**src/rtl/gba_cart_responder_pkg.sv**
```systemverilog
`default_nettype none
// +----------------------------------------------------------------------------+
// | Package : gba_cart_pkg                                                     |
// | Shared types and constants for the cartridge read responder: FSM state     |
// | encoding, core bus-size encoding, cartridge region bounds and the          |
// | open-bus word helper.                                                      |
// | Optional feature macro: CART_PREFETCH_EN (adds the PREFETCH state).        |
// | Revision: 1.0 - initial release                                            |
// +----------------------------------------------------------------------------+
package gba_cart_pkg;

  localparam logic [31:0] CART_BASE = 32'h0800_0000;
  localparam logic [31:0] CART_END  = 32'h0DFF_FFFF;

`ifdef CART_PREFETCH_EN
  typedef enum logic [1:0] {
    IDLE     = 2'd0,
    FETCH_LO = 2'd1,
    FETCH_HI = 2'd2,
    PREFETCH = 2'd3
  } cart_state_e;
`else
  typedef enum logic [1:0] {
    IDLE     = 2'd0,
    FETCH_LO = 2'd1,
    FETCH_HI = 2'd2
  } cart_state_e;
`endif

  typedef enum logic [1:0] {
    BUS_BYTE = 2'd0,
    BUS_HALF = 2'd1,
    BUS_WORD = 2'd2
  } cart_bus_size_e;

  // Open bus on the cartridge returns the halfword address itself on the
  // data lines; a word read sees the even halfword address and its successor.
  function automatic logic [31:0] open_bus_word(input logic [15:0] hw_addr);
    logic [15:0] h;
    h = {hw_addr[15:1], 1'b0};
    return {h + 16'd1, h};
  endfunction

endpackage
`default_nettype wire

```
**src/rtl/gba_cart_responder_if.sv**
```systemverilog
`default_nettype none
// +----------------------------------------------------------------------------+
// | Interface : gba_cart_responder_if                                          |
// | Bundles the core-side cartridge read bus and the external 16-bit ROM       |
// | request/acknowledge bus.                                                   |
// |   core side : cart_rd, ext_bus_addr, cart_bus_size -> cart_data, cart_wait |
// |   mem side  : mem_req, mem_addr -> mem_ack, mem_rdata                      |
// | Modports: slave = responder, master = core + memory bridge.                |
// | Revision: 1.0 - initial release                                            |
// +----------------------------------------------------------------------------+
interface gba_cart_responder_if #(
  parameter int ROM_ADDR_W = 25
);
  import gba_cart_pkg::*;

  logic                  cart_rd;
  logic [31:0]           ext_bus_addr;
  cart_bus_size_e        cart_bus_size;
  logic [31:0]           cart_data;
  logic                  cart_wait;

  logic                  mem_req;
  logic [ROM_ADDR_W-2:0] mem_addr;
  logic                  mem_ack;
  logic [15:0]           mem_rdata;

  modport slave (
    input  cart_rd, ext_bus_addr, cart_bus_size, mem_ack, mem_rdata,
    output cart_data, cart_wait, mem_req, mem_addr
  );

  modport master (
    output cart_rd, ext_bus_addr, cart_bus_size, mem_ack, mem_rdata,
    input  cart_data, cart_wait, mem_req, mem_addr
  );

endinterface
`default_nettype wire

```
**src/rtl/gba_cart_responder_buffer.sv**
```systemverilog
`default_nettype none
// +----------------------------------------------------------------------------+
// | Module : cart_word_buffer                                                  |
// | One cached 32-bit ROM word with its word address, valid flag and an        |
// | address comparator.                                                        |
// | Ports: clk, rst_b (async active-low), i_load/i_load_addr/i_load_data       |
// |        (write entry, sets valid), i_invalidate (clear valid), i_cmp_addr   |
// |        -> o_hit; o_valid/o_addr/o_data expose the entry.                   |
// | Revision: 1.0 - initial release                                            |
// +----------------------------------------------------------------------------+
module cart_word_buffer #(
  parameter int WADDR_W = 23
) (
  input  wire logic               clk,
  input  wire logic               rst_b,
  input  wire logic               i_load,
  input  wire logic [WADDR_W-1:0] i_load_addr,
  input  wire logic [31:0]        i_load_data,
  input  wire logic               i_invalidate,
  input  wire logic [WADDR_W-1:0] i_cmp_addr,
  output logic                    o_valid,
  output logic [WADDR_W-1:0]      o_addr,
  output logic [31:0]             o_data,
  output logic                    o_hit
);

  logic               r_valid;
  logic [WADDR_W-1:0] r_addr;
  logic [31:0]        r_data;

  // A load takes priority over an invalidate in the same cycle.
  always_ff @(posedge clk or negedge rst_b) begin
    if (!rst_b) begin
      r_valid <= 1'b0;
      r_addr  <= '0;
      r_data  <= '0;
    end else if (i_load) begin
      r_valid <= 1'b1;
      r_addr  <= i_load_addr;
      r_data  <= i_load_data;
    end else if (i_invalidate) begin
      r_valid <= 1'b0;
    end
  end

  assign o_valid = r_valid;
  assign o_addr  = r_addr;
  assign o_data  = r_data;
  assign o_hit   = r_valid && (r_addr == i_cmp_addr);

endmodule
`default_nettype wire

```
**src/rtl/gba_cart_responder.sv**
```systemverilog
`default_nettype none
// +----------------------------------------------------------------------------+
// | Module : gba_cart_responder                                                |
// | Responder for the core's cartridge read bus. Misses stall the core with    |
// | cart_wait while the word is fetched from 16-bit external ROM (low half     |
// | first) over a req/ack handshake; the last word is cached so repeated reads |
// | return without a memory transaction. Offsets >= ROM_SIZE return open bus.  |
// | Ports: clk, rst_b (async active-low), bus (gba_cart_responder_if.slave).   |
// | Parameters: ROM_ADDR_W (byte address width), ROM_SIZE (loaded bytes).      |
// | Optional feature macro: CART_PREFETCH_EN - second buffer holding the next  |
// |   sequential word, fetched while idle after each fill.                     |
// | Revision: 1.0 - initial release                                            |
// +----------------------------------------------------------------------------+
module gba_cart_responder
  import gba_cart_pkg::*;
#(
  parameter int          ROM_ADDR_W = 25,
  parameter logic [31:0] ROM_SIZE   = 32'h0200_0000
) (
  input wire logic            clk,
  input wire logic            rst_b,
  gba_cart_responder_if.slave bus
);

  localparam int c_waddr_w = ROM_ADDR_W - 2;

  // ---------------------------------------------------------------- decode
  // The three wait-state mirrors differ only above ROM_ADDR_W, so they all
  // alias onto the same offset.
  logic [ROM_ADDR_W-1:0] w_offset;
  logic [c_waddr_w-1:0]  w_waddr;
  logic                  w_open_bus;
  logic                  w_main_hit;
  logic                  w_demand_miss;

  assign w_offset   = bus.ext_bus_addr[ROM_ADDR_W-1:0];
  assign w_waddr    = w_offset[ROM_ADDR_W-1:2];
  assign w_open_bus = 33'(w_offset) >= 33'(ROM_SIZE);

  // ------------------------------------------------------------ FSM state
  cart_state_e           r_state;
  cart_state_e           w_state_nxt;
  logic                  r_mem_req;
  logic                  w_mem_req_nxt;
  logic [ROM_ADDR_W-2:0] r_mem_addr;
  logic [ROM_ADDR_W-2:0] w_mem_addr_nxt;
  logic [15:0]           r_lo;
  logic [15:0]           w_lo_nxt;
  logic [c_waddr_w-1:0]  w_fetch_waddr;

  // The word being fetched is carried in the halfword address register, so
  // an address change from the core mid-fetch cannot corrupt the fill.
  assign w_fetch_waddr = r_mem_addr[ROM_ADDR_W-2:1];

  // ---------------------------------------------------------- main buffer
  logic                 w_main_load;
  logic [c_waddr_w-1:0] w_main_load_addr;
  logic [31:0]          w_main_load_data;
  logic                 w_main_valid;
  logic [c_waddr_w-1:0] w_main_addr;
  logic [31:0]          w_main_data;

`ifdef CART_PREFETCH_EN
  logic                 w_pf_load;
  logic                 w_pf_invalidate;
  logic                 w_pf_valid;
  logic [c_waddr_w-1:0] w_pf_addr;
  logic [31:0]          w_pf_data;
  logic                 w_pf_hit;
  logic                 r_pf_pending;
  logic                 w_pf_pending_nxt;
  logic [c_waddr_w-1:0] w_pf_target;
  logic                 w_pf_in_range;
  logic                 w_pf_has_target;
  logic                 w_demand_is_pf;
`endif

  cart_word_buffer #(
    .WADDR_W (c_waddr_w)
  ) u_main_buf (
    .clk          (clk),
    .rst_b        (rst_b),
    .i_load       (w_main_load),
    .i_load_addr  (w_main_load_addr),
    .i_load_data  (w_main_load_data),
    .i_invalidate (1'b0),
    .i_cmp_addr   (w_waddr),
    .o_valid      (w_main_valid),
    .o_addr       (w_main_addr),
    .o_data       (w_main_data),
    .o_hit        (w_main_hit)
  );

`ifdef CART_PREFETCH_EN
  cart_word_buffer #(
    .WADDR_W (c_waddr_w)
  ) u_pf_buf (
    .clk          (clk),
    .rst_b        (rst_b),
    .i_load       (w_pf_load),
    .i_load_addr  (w_fetch_waddr),
    .i_load_data  ({bus.mem_rdata, r_lo}),
    .i_invalidate (w_pf_invalidate),
    .i_cmp_addr   (w_waddr),
    .o_valid      (w_pf_valid),
    .o_addr       (w_pf_addr),
    .o_data       (w_pf_data),
    .o_hit        (w_pf_hit)
  );

  // Next sequential word wraps within the ROM address space; the range check
  // keeps prefetch away from open-bus offsets.
  assign w_pf_target     = w_main_addr + {{(c_waddr_w-1){1'b0}}, 1'b1};
  assign w_pf_in_range   = 33'({w_pf_target, 2'b00}) < 33'(ROM_SIZE);
  assign w_pf_has_target = w_pf_valid && (w_pf_addr == w_pf_target);
  assign w_demand_is_pf  = (w_waddr == w_fetch_waddr);
`endif

  // ----------------------------------------------------------- core side
  assign w_demand_miss = bus.cart_rd && !w_main_hit && !w_open_bus;
  assign bus.cart_wait = w_demand_miss;
  assign bus.cart_data = (bus.cart_rd && w_open_bus && !w_main_hit)
                         ? open_bus_word(w_offset[16:1])
                         : w_main_data;

  assign bus.mem_req  = r_mem_req;
  assign bus.mem_addr = r_mem_addr;

  // ------------------------------------------------------ FSM: registers
  always_ff @(posedge clk or negedge rst_b) begin
    if (!rst_b) begin
      r_state    <= IDLE;
      r_mem_req  <= 1'b0;
      r_mem_addr <= '0;
      r_lo       <= '0;
`ifdef CART_PREFETCH_EN
      r_pf_pending <= 1'b0;
`endif
    end else begin
      r_state    <= w_state_nxt;
      r_mem_req  <= w_mem_req_nxt;
      r_mem_addr <= w_mem_addr_nxt;
      r_lo       <= w_lo_nxt;
`ifdef CART_PREFETCH_EN
      r_pf_pending <= w_pf_pending_nxt;
`endif
    end
  end

  // ------------------------------------------- FSM: next state / outputs
  // mem_req and mem_addr are produced here as next-state values and only
  // change through the register above, so the bridge always sees them
  // settled for a full cycle.
  always_comb begin
    w_state_nxt      = r_state;
    w_mem_req_nxt    = r_mem_req;
    w_mem_addr_nxt   = r_mem_addr;
    w_lo_nxt         = r_lo;
    w_main_load      = 1'b0;
    w_main_load_addr = w_fetch_waddr;
    w_main_load_data = {bus.mem_rdata, r_lo};
`ifdef CART_PREFETCH_EN
    w_pf_load        = 1'b0;
    w_pf_invalidate  = 1'b0;
    w_pf_pending_nxt = r_pf_pending;
`endif

    case (r_state)
      IDLE: begin
        // mem_ack is not looked at here; a stray ack has no effect.
`ifdef CART_PREFETCH_EN
        if (w_demand_miss) begin
          if (w_pf_hit) begin
            // Promote: one stall cycle, then the main buffer hits.
            w_main_load      = 1'b1;
            w_main_load_addr = w_pf_addr;
            w_main_load_data = w_pf_data;
            w_pf_invalidate  = 1'b1;
            w_pf_pending_nxt = 1'b1;
          end else begin
            w_state_nxt    = FETCH_LO;
            w_mem_req_nxt  = 1'b1;
            w_mem_addr_nxt = {w_waddr, 1'b0};
          end
        end else if (r_pf_pending) begin
          w_pf_pending_nxt = 1'b0;
          if (w_pf_in_range && !w_pf_has_target) begin
            w_state_nxt    = PREFETCH;
            w_mem_req_nxt  = 1'b1;
            w_mem_addr_nxt = {w_pf_target, 1'b0};
          end
        end
`else
        if (w_demand_miss) begin
          w_state_nxt    = FETCH_LO;
          w_mem_req_nxt  = 1'b1;
          w_mem_addr_nxt = {w_waddr, 1'b0};
        end
`endif
      end

      FETCH_LO: begin
        if (bus.mem_ack) begin
          w_lo_nxt       = bus.mem_rdata;
          w_mem_addr_nxt = {w_fetch_waddr, 1'b1};
          w_state_nxt    = FETCH_HI;
        end
      end

      FETCH_HI: begin
        if (bus.mem_ack) begin
          w_main_load   = 1'b1;
          w_mem_req_nxt = 1'b0;
          w_state_nxt   = IDLE;
`ifdef CART_PREFETCH_EN
          w_pf_pending_nxt = 1'b1;
`endif
        end
      end

`ifdef CART_PREFETCH_EN
      // Both halves of a prefetch live in this state; mem_addr[0] tells
      // which half is outstanding. A demand miss is only acted on at an ack
      // so the bridge never sees a request withdrawn before it is answered.
      PREFETCH: begin
        if (bus.mem_ack) begin
          if (!r_mem_addr[0]) begin
            w_lo_nxt = bus.mem_rdata;
            if (w_demand_miss && !w_demand_is_pf) begin
              w_mem_req_nxt = 1'b0;
              w_state_nxt   = IDLE;
            end else begin
              w_mem_addr_nxt = {w_fetch_waddr, 1'b1};
              w_state_nxt    = w_demand_miss ? FETCH_HI : PREFETCH;
            end
          end else begin
            w_mem_req_nxt = 1'b0;
            w_state_nxt   = IDLE;
            if (w_demand_miss && w_demand_is_pf) begin
              w_main_load      = 1'b1;
              w_pf_pending_nxt = 1'b1;
            end else begin
              w_pf_load = 1'b1;
            end
          end
        end
      end
`endif

      default: begin
        w_state_nxt   = IDLE;
        w_mem_req_nxt = 1'b0;
      end
    endcase
  end

  // Bus-size is informational (a full word is always returned) and the
  // upper address bits only select the mirror region.
  logic w_unused;
  assign w_unused = ^{bus.ext_bus_addr[31:ROM_ADDR_W], bus.cart_bus_size, w_main_valid};

endmodule
`default_nettype wire

```
**src/flat_wrapper.sv**
```systemverilog
// flat-port wrapper written by rule: the top's interface ports become plain ports
module gba_cart_responder_flat import gba_cart_pkg::*;
#(
  parameter int          ROM_ADDR_W = 25,
  parameter logic [31:0] ROM_SIZE   = 32'h0200_0000
)
  (clk, rst_b, bus_cart_rd, bus_ext_bus_addr, bus_cart_bus_size, bus_mem_ack, bus_mem_rdata, bus_cart_data, bus_cart_wait, bus_mem_req, bus_mem_addr);
  gba_cart_responder_if #(.ROM_ADDR_W(ROM_ADDR_W)) bus_i ();
  input wire logic clk;
  input wire logic rst_b;
  input wire logic [$bits(bus_i.cart_rd)-1:0] bus_cart_rd;
  input wire logic [$bits(bus_i.ext_bus_addr)-1:0] bus_ext_bus_addr;
  input wire logic [$bits(bus_i.cart_bus_size)-1:0] bus_cart_bus_size;
  input wire logic [$bits(bus_i.mem_ack)-1:0] bus_mem_ack;
  input wire logic [$bits(bus_i.mem_rdata)-1:0] bus_mem_rdata;
  output wire logic [$bits(bus_i.cart_data)-1:0] bus_cart_data;
  output wire logic [$bits(bus_i.cart_wait)-1:0] bus_cart_wait;
  output wire logic [$bits(bus_i.mem_req)-1:0] bus_mem_req;
  output wire logic [$bits(bus_i.mem_addr)-1:0] bus_mem_addr;
  assign bus_i.cart_rd = bus_cart_rd;
  assign bus_i.ext_bus_addr = bus_ext_bus_addr;
  assign bus_i.cart_bus_size = bus_cart_bus_size;
  assign bus_i.mem_ack = bus_mem_ack;
  assign bus_i.mem_rdata = bus_mem_rdata;
  assign bus_cart_data = bus_i.cart_data;
  assign bus_cart_wait = bus_i.cart_wait;
  assign bus_mem_req = bus_i.mem_req;
  assign bus_mem_addr = bus_i.mem_addr;
  gba_cart_responder #(.ROM_ADDR_W(ROM_ADDR_W), .ROM_SIZE(ROM_SIZE)) u_core (.clk(clk), .rst_b(rst_b), .bus(bus_i));
endmodule
```
**config.mk**
```make
export PLATFORM = sky130hd
export DESIGN_NAME = gba_cart_responder_flat
export DESIGN_NICKNAME = d
export VERILOG_FILES = /design/src/rtl/gba_cart_responder_pkg.sv /design/src/rtl/gba_cart_responder_if.sv /design/src/rtl/gba_cart_responder_buffer.sv /design/src/rtl/gba_cart_responder.sv /design/src/flat_wrapper.sv
export SDC_FILE = /design/constraint.sdc
export NUM_CORES = 1
export LEC_CHECK = 0
export BUFFER_PORTS_ARGS = -buffer_cell sky130_fd_sc_hd__buf_2
export CAP_MARGIN = 10
export CORE_UTILIZATION = 55
export DETAILED_ROUTE_END_ITERATION = 12
export MAX_ROUTING_LAYER = met4
export PLACE_DENSITY = 0.84
export SLEW_MARGIN = 10
export SYNTH_ARGS = -nofsm -noshare
export SYNTH_HDL_FRONTEND = slang
export SYNTH_SLANG_ARGS = --single-unit
```
**constraint.sdc**
```tcl
create_clock -name clk -period 4.55 [get_ports clk]
set_clock_uncertainty 0.1 [all_clocks]
set_input_delay 0.6825 -clock clk [delete_from_list [all_inputs] [get_ports clk]]
set_output_delay 0.6825 -clock clk [all_outputs]
set_load 0.01 [all_outputs]
```
==> flow_summary.toml, run 1 <==
[clock_network]
cts_resized = 0
clockBufferDepth = 2
h-tree-depth = 3
holdBufCountCts = 0
clkTransAtPathRegs_ps = 100
root_buffer = "clkbuf_8"
clkLatencyLatePin_ps = 350
cts_tree = "built"
numClockSinks = 99
cts_made_buffers = 9
cts_setup_buffers = 0

[synth]
synthCells = 248
yosys_warnings = 0
syn-num-nets = 302
seq_area_frac_synth_pct = 62.9
mappedNetlistArea_um2 = 3940
syn-mean-instance-area_um2 = 15.9
ys_ff_latch = 99
yosys.cell_types.count = 20

[power]
total_leakage_power_nw = 2.17
max-vdd-ir-drop_mv = 0.346
cellPowerDensity_nw_per_um2 = 703

[timing]
slew_viol_final = 0
worst_slew_pin_slew_ps = 934
rsz0062_at_grt = "false"
max_freq_mhz = 392
setup_viol = 0
hold_viol = 0
max-slew-margin-rel_pct = 37.6
finalWorstSetupSlack_ps = 2000
period_share_pct = 56.1
min_period_ps = 2550
fin_setup_tns_ps = 0

[detailed_routing]
num_vias = 2322
firstDrtPassIters = 3
wire_per_inst_um = 15.2
ant_nets = 0
dr.first_iter.drc_count = 91
viasPerCell = 5.11
drc = 0
postRouteWirelength_mm = 6.91

[die]
num_rows = 30
die_area_um2 = 7500
start_util_pct = 57.3
pin_count = 112
die_h_um = 86.6
die_x_um = 86.6
core-area_um2 = 6870

[setup_path]
start_kind = "input port"
critPathKind = "in2out"
path_max_fanout = 2
cp-end-kind = "primary output"
worstPathArrival_ps = 1770
critical_path_required_ps = 3770

[placement]
place_congestion = 0.761
port_buffers = 100
post-dp-hpwl_mm = 4.92
place_ws_ps = 1860
dp_cells = 439

[final_layout]
area_delta_synth_final_pct = 20.1
seq_area_um2 = 2480
finalNetCount = 408
diodes = 0
final_core_util_pct = 68.8
multi_input_area_um2 = 1400
drive_gt1_share_pct = 60.3
fin_cells = 454
fillers = 509

[global_route]
grt_pass1_wl_mm = 11.5
grt_max_degree = 57
use_met2_pct = 35.6
grtUsageMet3_pct = 3.71
grt_pass1_vias = 2477
antenna_found_initial = 0
grt_overflow_total = 0
top_usage_layer = "met2"
grtUsageTotal_pct = 21.0
grt_util_met1_pct = 25.0

[outcome]
outcome = "finished clean"

[worst_hold_path]
min_path_type = "in2async"

[run]
cap_violations = 0
area by class of cell:
| type | count | area share [%] |
|---|---|---|
| Tap cell | 96 | 2.54 |
| Clock inverter | 6 | 1.40 |
| Sequential cell | 99 | 52.4 |
| Clock buffer | 9 | 2.62 |
| Inverter | 1 | 0.0794 |
| Multi-Input combinational cell | 139 | 29.7 |
| Timing Repair Buffer | 104 | 11.3 |
critical path: stages:
cell and delay, ps:
buf_2 110, xnor2_1 160, nand4_1 150, nor4_2 370, a21boi_0 130, buf_2 160
synthesized netlist by cell type:
| library cell | instances | area [µm²] |
|---|---|---|
| mux2_2 | 94 | 1060 |
| nand4_1 | 6 | 37.5 |
| a21o_1 | 1 | 7.51 |
| nand2_1 | 1 | 3.75 |
| o21ai_0 | 2 | 10.0 |
| nand3b_1 | 2 | 15.0 |
| a21oi_1 | 1 | 5.00 |
| nor4_2 | 1 | 12.5 |
| a21oi_2 | 1 | 8.76 |
| nand2b_1 | 2 | 12.5 |
| xnor2_1 | 23 | 201 |
| or2_2 | 1 | 6.26 |
| inv_1 | 1 | 3.75 |
| dfrtp_1 | 99 | 2480 |
| buf_2 | 4 | 20.0 |
| nor2_1 | 2 | 7.51 |
| a21boi_0 | 1 | 7.51 |
| clkbuf_1 | 3 | 11.3 |
| nor3b_1 | 1 | 7.51 |
| buf_6 | 2 | 22.5 |
cells by family (layout without fill, tap and decap cells):
logic type	after synthesis	in the layout	synth area share [%]
flops	99	99	62.9
buf+inv	10	120	1.46
mux	94	94	26.9
xor+xnor	23	23	5.12
simple gates	16	16	2.61
compound gates	6	6	0.985
state kept, by name, indices dropped and copies added, names as in the netlist:
register	flops
u_core.bus.mem_addr	24
u_core.bus.mem_req	1
u_core.r_lo	16
u_core.r_state	2
u_core.u_main_buf.o_addr	23
u_core.u_main_buf.o_data	32
u_core.u_main_buf.o_valid	1
power by group:
group	switching (mW)	internal [mW]
combinational	0.511	0.691
sequential	0.252	1.33
clock	0.288	0.252
metal layers:
layer	up-vias	wire length [µm]
met4	0	97
met1	1179	2970
met3	6	228
met2	51	3610
li1	1086	-
met5	-	0
final timing paths:
path                       slack, ps                    startpoint  depth (start not counted)                      endpoint
max                             2000           bus_ext_bus_addr[8]                          6                 bus_cart_wait
min                              210                         rst_b                          1  u_core.u_main_buf.o_data[19]
max reg2reg                     2310  u_core.u_main_buf.o_addr[18]                          6       u_core.bus.mem_addr[15]
min reg2reg                      380     u_core.u_main_buf.o_valid                          1     u_core.u_main_buf.o_valid
max in group asynchronous       3010                         rst_b                          2             u_core.r_state[0]
min in group clk                 380     u_core.u_main_buf.o_valid                          1     u_core.u_main_buf.o_valid
cell usage in the layout (no fill, tap or decap), drive strengths merged:
cell type  Yosys  routed
xnor2         23      23
nand2b         2       2
a21boi         1       1
nor2           2       2
nand3b         2       2
o21ai          2       2
clkinvlp       0       3
nand4          6       6
nor4           1       1
bufinv         0       1
clkinv         0       1
mux2          94      94
nand2          1       1
buf            6     104
a21oi          2       2
dfrtp         99      99
a21o           1       1
clkbuf         3       9
inv            1       2
or2            1       1
nor3b          1       1
metrics by stage:
| stage | hold slack, ps | total power, mW | instance area [µm²] |
|---|---|---|---|
| after detailed placement | 353 | 2.82 | 4540 |
| after floorplan | 287 | 2.37 | 3940 |
| after global placement | 352 | 2.75 | 4540 |
| after global routing | 233 | 3.55 | 4730 |
| final | 205 | 3.32 | 4730 |
| after CTS | 218 | 3.37 | 4730 |
Power figures use the tool's default switching activity.
==> run 2, diff against run 1 <==
CORE_UTILIZATION = 46   (was 55)
PLACE_DENSITY = 0.75   (was 0.84)
clock period = 2.1 ns   (was 4.55 ns; I/O delays follow)
==> flow_summary.toml, run 2 (synthesis gave the netlist of run 1 again) <==
[outcome]
outcome = "complete, but fails checks"
failed_checks = "setup timing"

[timing]
min_period_ps = 2130
period_share_pct = 101
finalWorstSetupSlack_ps = -25.2
hold_viol = 0
max_freq_mhz = 471
slew_viol_final = 0
max-slew-margin-rel_pct = 75.9
setup_viol = 1
rsz0062_at_grt = "true"
whs_ps = 104
worst_slew_pin_slew_ps = 361

[die]
pin_count = 112
die_x_um = 94.5
start_util_pct = 47.7
die_h_um = 94.5
core-area_um2 = 8260
num_rows = 33
die_area_um2 = 8930

[detailed_routing]
num_vias = 2339
postRouteWirelength_mm = 7.00
drc = 0
wire_per_inst_um = 14.9
dr.first_iter.drc_count = 36
viasPerCell = 4.98
firstDrtPassIters = 3
ant_nets = 0

[clock_network]
clkLatencyLatePin_ps = 350
root_buffer = "clkbuf_8"
h-tree-depth = 3
clockBufferDepth = 2
clkTransAtPathRegs_ps = 100
cts_tree = "built"
cts_made_buffers = 9
numClockSinks = 99

[setup_path]
rrSetupSlack_ps = 90
cp-end-kind = "primary output"
reg2reg_depth = 7
timing.rr.end = "u_core.bus.mem_addr[14]"
start_kind = "flip-flop"
path_max_fanout = 2
critical_path_required_ps = 1680
worstPathArrival_ps = 1710
critPathKind = "reg2out"
r2r-start = "u_core.u_main_buf.o_addr[2]"

[final_layout]
final_core_util_pct = 58.4
fillers = 722
area_delta_synth_final_pct = 22.6
diodes = 0
final_cell_mix = "buf_2 (99), dfrtp_1 (99), mux2_2 (94)"
largest_reg_flops = 32
drive_gt1_share_pct = 60.8
finalNetCount = 414
fin_cells = 470

[placement]
place_congestion = 0.746
port_buffers = 100
dp_cells = 451
post-dp-hpwl_mm = 4.92
place_ws_ps = 37.8

[global_route]
grt_pass1_wl_mm = 11.1
grt_pass1_vias = 2325
grtUsageTotal_pct = 16.8
grt_overflow_total = 0
antenna_found_initial = 0
grt_max_degree = 57

[power]
max-vdd-ir-drop_mv = 0.736
cellPowerDensity_nw_per_um2 = 1490
total_leakage_power_nw = 2.23
total_power_mw = 7.21

[worst_hold_path]
min_to = "u_core.r_lo[6]"
min_path_type = "in2reg"
min_path_cells = 2
hp-start = "bus_mem_rdata[6]"

[run]
cap_violations = 0
==> run 2: through the flow <==
stage	instance area (µm²)	setup TNS, ps
2_1_floorplan	3940	0
3_3_place_gp	4590	0
3_5_place_dp	4590	0
4_1_cts	4800	-59.3
5_1_grt	4830	-152
6_report	4830	-25.2
==> run 2: what timing repair did <==
action	CTS	global route
setup buffers	1	1
hold endpoints to repair	26	0
pin swaps	3	2
resized for setup	2	4
hold buffers	1	0
setup endpoints to repair	1	9
==> run 2: worst max-delay path, stage by stage, from the launching register on <==
cell	delay, ps
dfrtp_1	400
xnor2_1	140
nand4_1	170
nor4_4	370
a21boi_1	120
buf_2	150
==> run 2: power breakdown <==
part / switching, mW / total, mW / internal [mW]
clock network: 0.638 / 1.11 / 0.468
logic: 1.12 / 2.68 / 1.56
registers: 0.551 / 3.42 / 2.87
==> run 2: cell type report <==
| cell class | instances | area (µm²) | area share, % |
|---|---|---|---|
| clock buffers | 11 | 141 | 2.93 |
| multi-input cells | 139 | 1420 | 29.4 |
| flip-flops and latches | 99 | 2480 | 51.3 |
| well taps | 105 | 131 | 2.72 |
| inverters | 1 | 3.75 | 0.0778 |
| clock inverters | 5 | 37.5 | 0.778 |
| repair buffers | 110 | 617 | 12.8 |
==> run 2: worst max-delay path by stage <==
| stage | depth (start not counted) | slack, ps | endpoint | startpoint |
|---|---|---|---|---|
| after floorplan | 6 | 330 | u_core.r_state[0] | u_core.u_main_buf.o_addr[6] |
| after global placement | 7 | 80 | u_core.bus.mem_addr[12] | bus_ext_bus_addr[8] |
| after detailed placement | 7 | 40 | u_core.bus.mem_addr[23] | bus_ext_bus_addr[8] |
| after CTS | 5 | -60 | bus_cart_wait | u_core.u_main_buf.o_addr[19] |
| after global routing | 5 | -120 | bus_cart_wait | u_core.u_main_buf.o_addr[6] |
| final | 5 | -30 | bus_cart_wait | u_core.u_main_buf.o_addr[2] |
==> run 2: routing by layer <==
metal,part of all wire (%),up-vias,global-route usage (%)
li1,-,1093,-
met1,43,1189,21.1
met2,52,48,27.8
met3,3.7,9,2.33
met4,1.4,0,6.44
met5,0,-,-
